### config.mk
export PLATFORM = sky130hd
export DESIGN_NAME = serial_sipo_rx
export DESIGN_NICKNAME = d
export VERILOG_FILES = /design/src/rtl/serial_sipo_rx.sv
export SDC_FILE = /design/constraint.sdc
export NUM_CORES = 1
export LEC_CHECK = 0
export BUFFER_PORTS_ARGS = -buffer_cell sky130_fd_sc_hd__buf_2
export CAP_MARGIN = 20
export CORE_MARGIN = 4
export CORE_UTILIZATION = 30
export DETAILED_ROUTE_END_ITERATION = 16
export REMOVE_ABC_BUFFERS = 1
export SYNTH_ARGS = -nofsm -noshare
export SYNTH_HDL_FRONTEND = slang
export SYNTH_SLANG_ARGS = --single-unit
### constraint.sdc
create_clock -name CLK -period 1.55 [get_ports CLK]
set_input_delay 0.31 -clock CLK [delete_from_list [all_inputs] [get_ports CLK]]
set_output_delay 0.31 -clock CLK [all_outputs]
set_load 0.05 [all_outputs]
### src/rtl/serial_sipo_rx.sv
// serial_sipo_rx: LSB-first serial-to-parallel receiver with valid/ready output and sticky overrun.
// Define SIPO_PARITY_EN to receive and check a trailing even-parity bit per word.
module serial_sipo_rx #(
    parameter int BITS = 4
) (
    input  logic            CLK,
    input  logic            RST_N,
    input  logic            data,
    input  logic            data_en,
    input  logic            clr,
    output logic [BITS-1:0] PO,
    output logic            out_valid,
    input  logic            out_ready,
    output logic            overrun,
    output logic            par_err
);
    localparam int CW = $clog2(BITS);
    localparam logic [CW-1:0] LAST = CW'(BITS - 1);

    typedef enum logic {S_DATA, S_PARITY} state_t;

    state_t          state, state_n;
    logic [BITS-1:0] sr, word;
    logic [CW-1:0]   cnt, cnt_n;
    logic            shift, complete, perr;

    always_comb begin
        state_n = state;
        cnt_n = cnt;
        shift = data_en && state == S_DATA;
`ifdef SIPO_PARITY_EN
        complete = data_en && state == S_PARITY;
        word = sr;
        perr = ^{sr, data};
        if (shift) begin
            cnt_n = cnt == LAST ? '0 : cnt + 1'b1;
            state_n = cnt == LAST ? S_PARITY : S_DATA;
        end else if (complete) begin
            state_n = S_DATA;
        end
`else
        complete = shift && cnt == LAST;
        word = {data, sr[BITS-1:1]};
        perr = 1'b0;
        if (shift) cnt_n = complete ? '0 : cnt + 1'b1;
`endif
    end

`ifndef SIPO_PARITY_EN
    // The last bit goes straight from data into the word, so sr[0] is never read here.
    logic unused_sr0;
    assign unused_sr0 = sr[0];
`endif

    always_ff @(posedge CLK or negedge RST_N) begin
        if (!RST_N) begin
            state <= S_DATA;
            sr <= '0;
            cnt <= '0;
            PO <= '0;
            out_valid <= 1'b0;
            overrun <= 1'b0;
            par_err <= 1'b0;
        end else if (clr) begin
            state <= S_DATA;
            sr <= '0;
            cnt <= '0;
            out_valid <= 1'b0;
            overrun <= 1'b0;
            par_err <= 1'b0;
        end else begin
            state <= state_n;
            cnt <= cnt_n;
            if (shift) sr <= {data, sr[BITS-1:1]};
            // A slot being consumed this cycle can take the new word without loss.
            if (complete && (!out_valid || out_ready)) begin
                PO <= word;
                out_valid <= 1'b1;
                par_err <= perr;
            end else begin
                if (out_valid && out_ready) out_valid <= 1'b0;
                if (complete) overrun <= 1'b1;
            end
        end
    end
endmodule
==> results of run 1 <==
## through the flow
step                total power [mW]  utilization (%)  hold WS, ns
floorplan                     0.3731                -      0.01441
global placement              0.4061            35.47       0.1905
detailed placement            0.4066            35.47       0.1898
CTS                           0.6005            37.87       0.3055
global route                  0.6243            37.87       0.3226
finish                        0.5878            37.87       0.3122
## synth_stat cells
master,count,share of area [%]
a21oi_1,1,1.0
nand2_2,1,1.3
mux2_2,4,9.3
mux2i_1,5,10
conb_1,1,0.78
nor2_1,8,6.2
a31oi_1,1,1.3
buf_4,1,1.6
nor3_4,1,3.4
buf_6,1,2.3
dfrtp_1,11,57
buf_2,1,1.0
ha_1,1,2.6
nor2b_2,1,1.8
## power breakdown
part	switching [mW]	internal, mW	total [mW]	leakage, nW
clock	0.0865	0.0994	0.186	0.0150
sequential	0.00843	0.302	0.311	0.150
combinational	0.0628	0.0284	0.0912	0.139
## cell families (layout without fill, tap and decap cells)
group | count (synthesis) | after routing | share of synthesized area [%]
muxes | 9 | 9 | 19.69
DFF | 11 | 11 | 56.99
adders and majority gates | 1 | 1 | 2.590
and+or+nand+nor | 11 | 11 | 12.70
buffers and inverters | 3 | 16 | 4.922
AOI/OAI and AO/OA | 2 | 2 | 2.331
other | 1 | 1 | 0.7765
## state kept, by name, indices dropped and copies added (netlist names)
register and flops:
cnt 2, PO 4, sr 3, out_valid 1, overrun 1
## how the worst max path moves through the flow
stage	from	end	slack, ns	cells past startpoint
final	cnt[0]	PO[2]	0.17	4
after CTS	cnt[0]	PO[3]	0.18	4
after global routing	cnt[0]	PO[3]	0.11	4
after floorplan	out_valid	PO[3]	0.06	3
after detailed placement	cnt[0]	PO[2]	0.19	4
after global placement	cnt[0]	PO[2]	0.21	4
## what timing repair did
action,in CTS,in global routing
hold buffers,1,0
hold endpoints to repair,11,0
setup endpoints to repair,0,0
buffers inserted,0,0
## routing by layer
layer | GRT usage (%) | wire length, µm
met5 | 0 | 0
met4 | 6.452 | 19
met3 | 4.428 | 51
met2 | 12.66 | 366
met1 | 10.41 | 393
## layout make-up
class                   instances  area (µm²)  share of cell area (%)
flip-flops and latches         11       275.3                   48.25
clock buffers                   4       26.28                   4.605
well taps                      16       20.02                   3.509
repair buffers                 12       65.06                   11.40
multi-input cells              24       183.9                   32.24
==> metrics.log, run 1 <==
INFO  metric grt_antenna_before_repair = 0
INFO  metric final_layout_size_suffix_gt1_share = 41.18%
INFO  metric timing.final.ws_setup = 0.1724 ns
INFO  metric rows = 14
INFO  metric placed_cells_incl_taps = 62
INFO  metric kind_of_end_point_of_the_critical_path = flip-flop
INFO  metric critical_path.slowest_cell = dfrtp_1
INFO  metric setup_viol_count_final = 0
INFO  metric synthesis.area_per_instance = 12.71 µm²
INFO  metric cp_top_family = flip-flops
INFO  metric first_pass_grt_wire_length = 1317 µm
INFO  metric netlist-cell-type-count = 14
INFO  metric synthesis.instances = 38
INFO  metric critPathKind = reg -> reg
INFO  metric dr.pass1.iters = 2
INFO  metric slowest_delay = 0.37 ns
INFO  metric routedWlPerCell = 12.39 µm
INFO  metric maxClockFrequency = 725.9 MHz
INFO  metric area_growth_syn_to_layout = 18.13%
INFO  metric max_cap_viol_count = 0
INFO  metric rr_worst_depth = 4
INFO  metric grt-ovfl-total = 0
INFO  metric grt_start_max_net_pins = 12
INFO  metric cts.reportedPaths.clkPinSlew = 0.06 ns
INFO  metric vias_per_cell = 4.597
INFO  metric final_instance_count_excl_fillers = 67
INFO  metric cts.htree.levels = 1
INFO  metric place.port_buffers = 11
INFO  metric post-route-period-util = 88.88%
INFO  metric cts.repair.resized = 0
INFO  metric cts-buffers-inserted = 3
INFO  metric root_buffer = clkbuf_4
INFO  metric number_of_remaining_drc_errors = 0
INFO  metric ff2ff_setup_slack = 0.17 ns
INFO  metric place_congestion = 0.7310
INFO  metric fin_tns_setup = 0 ns
INFO  metric layout.cells.most_common_list = dfrtp_1 (11), buf_2 (11), nor2_1 (8)
INFO  metric placed_cell_area = 534.3 µm²
INFO  metric outcome = finished clean
INFO  metric clock-sinks = 11
INFO  metric finish.instance_area = 570.5 µm²
INFO  metric floorplan.io_pins = 13
INFO  metric number_of_global_route_vias_before_repair = 305
INFO  metric hold_path_startpoint = data
INFO  metric worst_setup_path_start_kind = flip-flop
INFO  metric worst_min_delay_path_class = in -> reg
INFO  metric yosysSeqAreaShare = 56.99%
INFO  metric pre_cts_ws = 0.1889 ns
INFO  metric critical_path.n_buffers_inverters = 0
INFO  metric worstPathMaxFanout = 4
INFO  metric syn_area = 483.0 µm²
INFO  metric num-nets-final = 59
INFO  metric antenna-diode-count = 0
INFO  metric layout.filler_cells = 154
INFO  metric finalWirelength = 830 µm
INFO  metric hpwl = 602.3 µm
INFO  metric hold_depth = 2
INFO  metric rsz0062_at_grt = false
INFO  metric finalMaxSlewViolations = 0
INFO  metric fp.dieH = 48.13 µm
INFO  metric initialDrtViolationCount = 3
INFO  metric die_outline_area = 2316 µm²
INFO  metric critPathArrivalTime = 1.52 ns
INFO  metric core-area = 1506 µm²
INFO  metric postRouteAntennaNets = 0
INFO  metric reg2reg_to = PO[2]
INFO  metric clock_path_buffers = 2
INFO  metric worst_r2r_startpoint = cnt[0]
INFO  metric worstPathRequired = 1.70 ns
INFO  metric grt_util_all_layers = 8.953%
INFO  metric vdd_drop_max = 0.5322 mV
INFO  metric initial_utilization = 32.06%
INFO  metric synth_seq_cells = 11
INFO  metric min_delay_worst_endpoint = PO[3]
INFO  metric post-route-min-period = 1.378 ns
INFO  metric worst_skew_pair.late_latency = 0.26 ns
INFO  metric tritoncts = yes
INFO  metric power_density = 1030 nW/µm²
INFO  metric finalClockSkew = 0.003039 ns
INFO  metric p_leak = 0.3048 nW
INFO  metric vias = 308
INFO  metric synthesis.yosys.warnings = 0
INFO  metric crit_chain = ha_1, nand2_2, nor3_4, mux2_2
INFO  metric final-hold-violation-count = 0
INFO  metric die-width = 48.13 µm
Power figures use the tool's default switching activity.
==> run 2, diff against run 1 <==
--- a/config.mk
+++ b/config.mk
@@ -10,6 +10,7 @@
 export CORE_MARGIN = 4
 export CORE_UTILIZATION = 30
 export DETAILED_ROUTE_END_ITERATION = 16
+export PLACE_DENSITY_LB_ADDON = 0.08
 export REMOVE_ABC_BUFFERS = 1
 export SYNTH_ARGS = -nofsm -noshare
 export SYNTH_HDL_FRONTEND = slang
==> metrics.log, run 2 (same netlist as run 1, synthesis figures left out) <==
INFO  metric max_cap_viol_count = 0
INFO  metric power_density = 1032 nW/µm²
INFO  metric die-width = 48.13 µm
INFO  metric core-area = 1506 µm²
INFO  metric dr.pass1.iters = 2
INFO  metric worst_r2r_startpoint = cnt[0]
INFO  metric reg2reg_to = PO[0]
INFO  metric post-route-period-util = 88.00%
INFO  metric number_of_remaining_drc_errors = 0
INFO  metric first_pass_grt_wire_length = 1317 µm
INFO  metric vias = 314
INFO  metric initial_utilization = 32.06%
INFO  metric final_layout_size_suffix_gt1_share = 41.18%
INFO  metric worst_skew_pair.late_latency = 0.26 ns
INFO  metric grt-ovfl-total = 0
INFO  metric pre_cts_ws = 0.1815 ns
INFO  metric critPathArrivalTime = 1.51 ns
INFO  metric worst_setup_path_startpoint = cnt[0]
INFO  metric vdd_drop_max = 0.3841 mV
INFO  metric grt_antenna_before_repair = 0
INFO  metric timing.final.ws_setup = 0.1860 ns
INFO  metric finalClockSkew = 0.0005243 ns
INFO  metric largest_register = PO
INFO  metric cts.reportedPaths.clkPinSlew = 0.06 ns
INFO  metric place.port_buffers = 11
INFO  metric number_of_global_route_vias_before_repair = 327
INFO  metric fin_tns_setup = 0 ns
INFO  metric floorplan.io_pins = 13
INFO  metric vias_per_cell = 4.687
INFO  metric clock_path_buffers = 2
INFO  metric rows = 14
INFO  metric regArea = 275.3 µm²
INFO  metric rr_worst_depth = 4
INFO  metric fp.dieH = 48.13 µm
INFO  metric grt_start_max_net_pins = 12
INFO  metric place_congestion = 0.7248
INFO  metric outcome = finished clean
INFO  metric grt_util_all_layers = 9.375%
INFO  metric layout.cells.most_common_list = dfrtp_1 (11), buf_2 (11), nor2_1 (8)
INFO  metric layout_top_registers = PO: 4 flops, sr: 3 flops, cnt: 2 flops
INFO  metric die_outline_area = 2316 µm²
INFO  metric hold_depth = 2
INFO  metric post-route-min-period = 1.364 ns
INFO  metric cts.htree.levels = 1
INFO  metric tritoncts = yes
INFO  metric antenna-diode-count = 0
INFO  metric rsz0062_at_grt = false
INFO  metric multi_input_combinational_cell_area = 183.9 µm²
INFO  metric finalWirelength = 837 µm
INFO  metric kind_of_end_point_of_the_critical_path = flip-flop
INFO  metric finalMaxSlewViolations = 0
INFO  metric largest_register_ff_count = 4
INFO  metric cts-buffers-inserted = 3
INFO  metric hold_path_startpoint = data
INFO  metric initialDrtViolationCount = 4
INFO  metric maxClockFrequency = 733.2 MHz
INFO  metric critPathKind = reg -> reg
INFO  metric root_buffer = clkbuf_4
INFO  metric p_leak = 0.3048 nW
INFO  metric routedWlPerCell = 12.49 µm
INFO  metric worstPathMaxFanout = 4
INFO  metric ff2ff_setup_slack = 0.19 ns
INFO  metric clock-sinks = 11
INFO  metric min_delay_worst_endpoint = PO[3]
INFO  metric final-hold-violation-count = 0
INFO  metric worst_setup_path_start_kind = flip-flop
INFO  metric layout.filler_cells = 152
INFO  metric area_growth_syn_to_layout = 18.13%
INFO  metric setup_viol_count_final = 0
INFO  metric worstPathRequired = 1.70 ns
INFO  metric postRouteAntennaNets = 0
INFO  metric worst_min_delay_path_class = in -> reg
INFO  metric num-nets-final = 59
## run 2: cell type report
type,instances,area share [%]
flip-flops and latches,11,48.25
multi-input cells,24,32.24
repair buffers,12,11.40
clock buffers,4,4.605
well taps,16,3.509
## run 2: critical path, stage by stage (launching register included)
cell and delay (ns):
dfrtp_1 0.37, ha_1 0.23, nand2_2 0.08, nor3_4 0.20, mux2_2 0.37
## run 2: worst max path at each step
stage               slack (ns)  cells after the start  endpoint
global placement          0.21                      4     PO[2]
floorplan                 0.06                      3     PO[3]
finish                    0.19                      4     PO[0]
detailed placement        0.18                      4     PO[0]
global route              0.10                      4     PO[0]
CTS                       0.17                      4     PO[0]
## run 2: layer usage
layer / share of wire [%] / GRT usage (%)
met4: 0 / 8.065
met1: 40 / 8.945
met2: 53 / 15.04
met3: 7.0 / 4.428
met5: 0 / 0
## run 2: timing repair
item / 4_1_cts / 5_1_grt
setup buffers: 0 / 0
gates resized for setup: 0 / 0
hold buffers: 1 / 0
endpoints found under the hold margin: 11 / 0
## run 2: stage by stage
step / hold slack [ns] / cell area, µm² / power [mW] / util [%] / std cells
finish: 0.3005 / 570.5 / 0.5891 / 37.87 / 67
global route: 0.2959 / 570.5 / 0.6236 / 37.87 / 67
CTS: 0.2831 / 570.5 / 0.6054 / 37.87 / 67
detailed placement: 0.1906 / 534.3 / 0.4065 / 35.47 / 62
global placement: 0.1838 / 534.3 / 0.4049 / 35.47 / 62
floorplan: 0.01441 / 459.2 / 0.3731 / - / 35
## run 2: where the power goes
part / switching [mW] / total (mW) / internal, mW
combinational: 0.0628 / 0.0913 / 0.0285
sequential: 0.00846 / 0.311 / 0.302
clock: 0.0876 / 0.187 / 0.0995
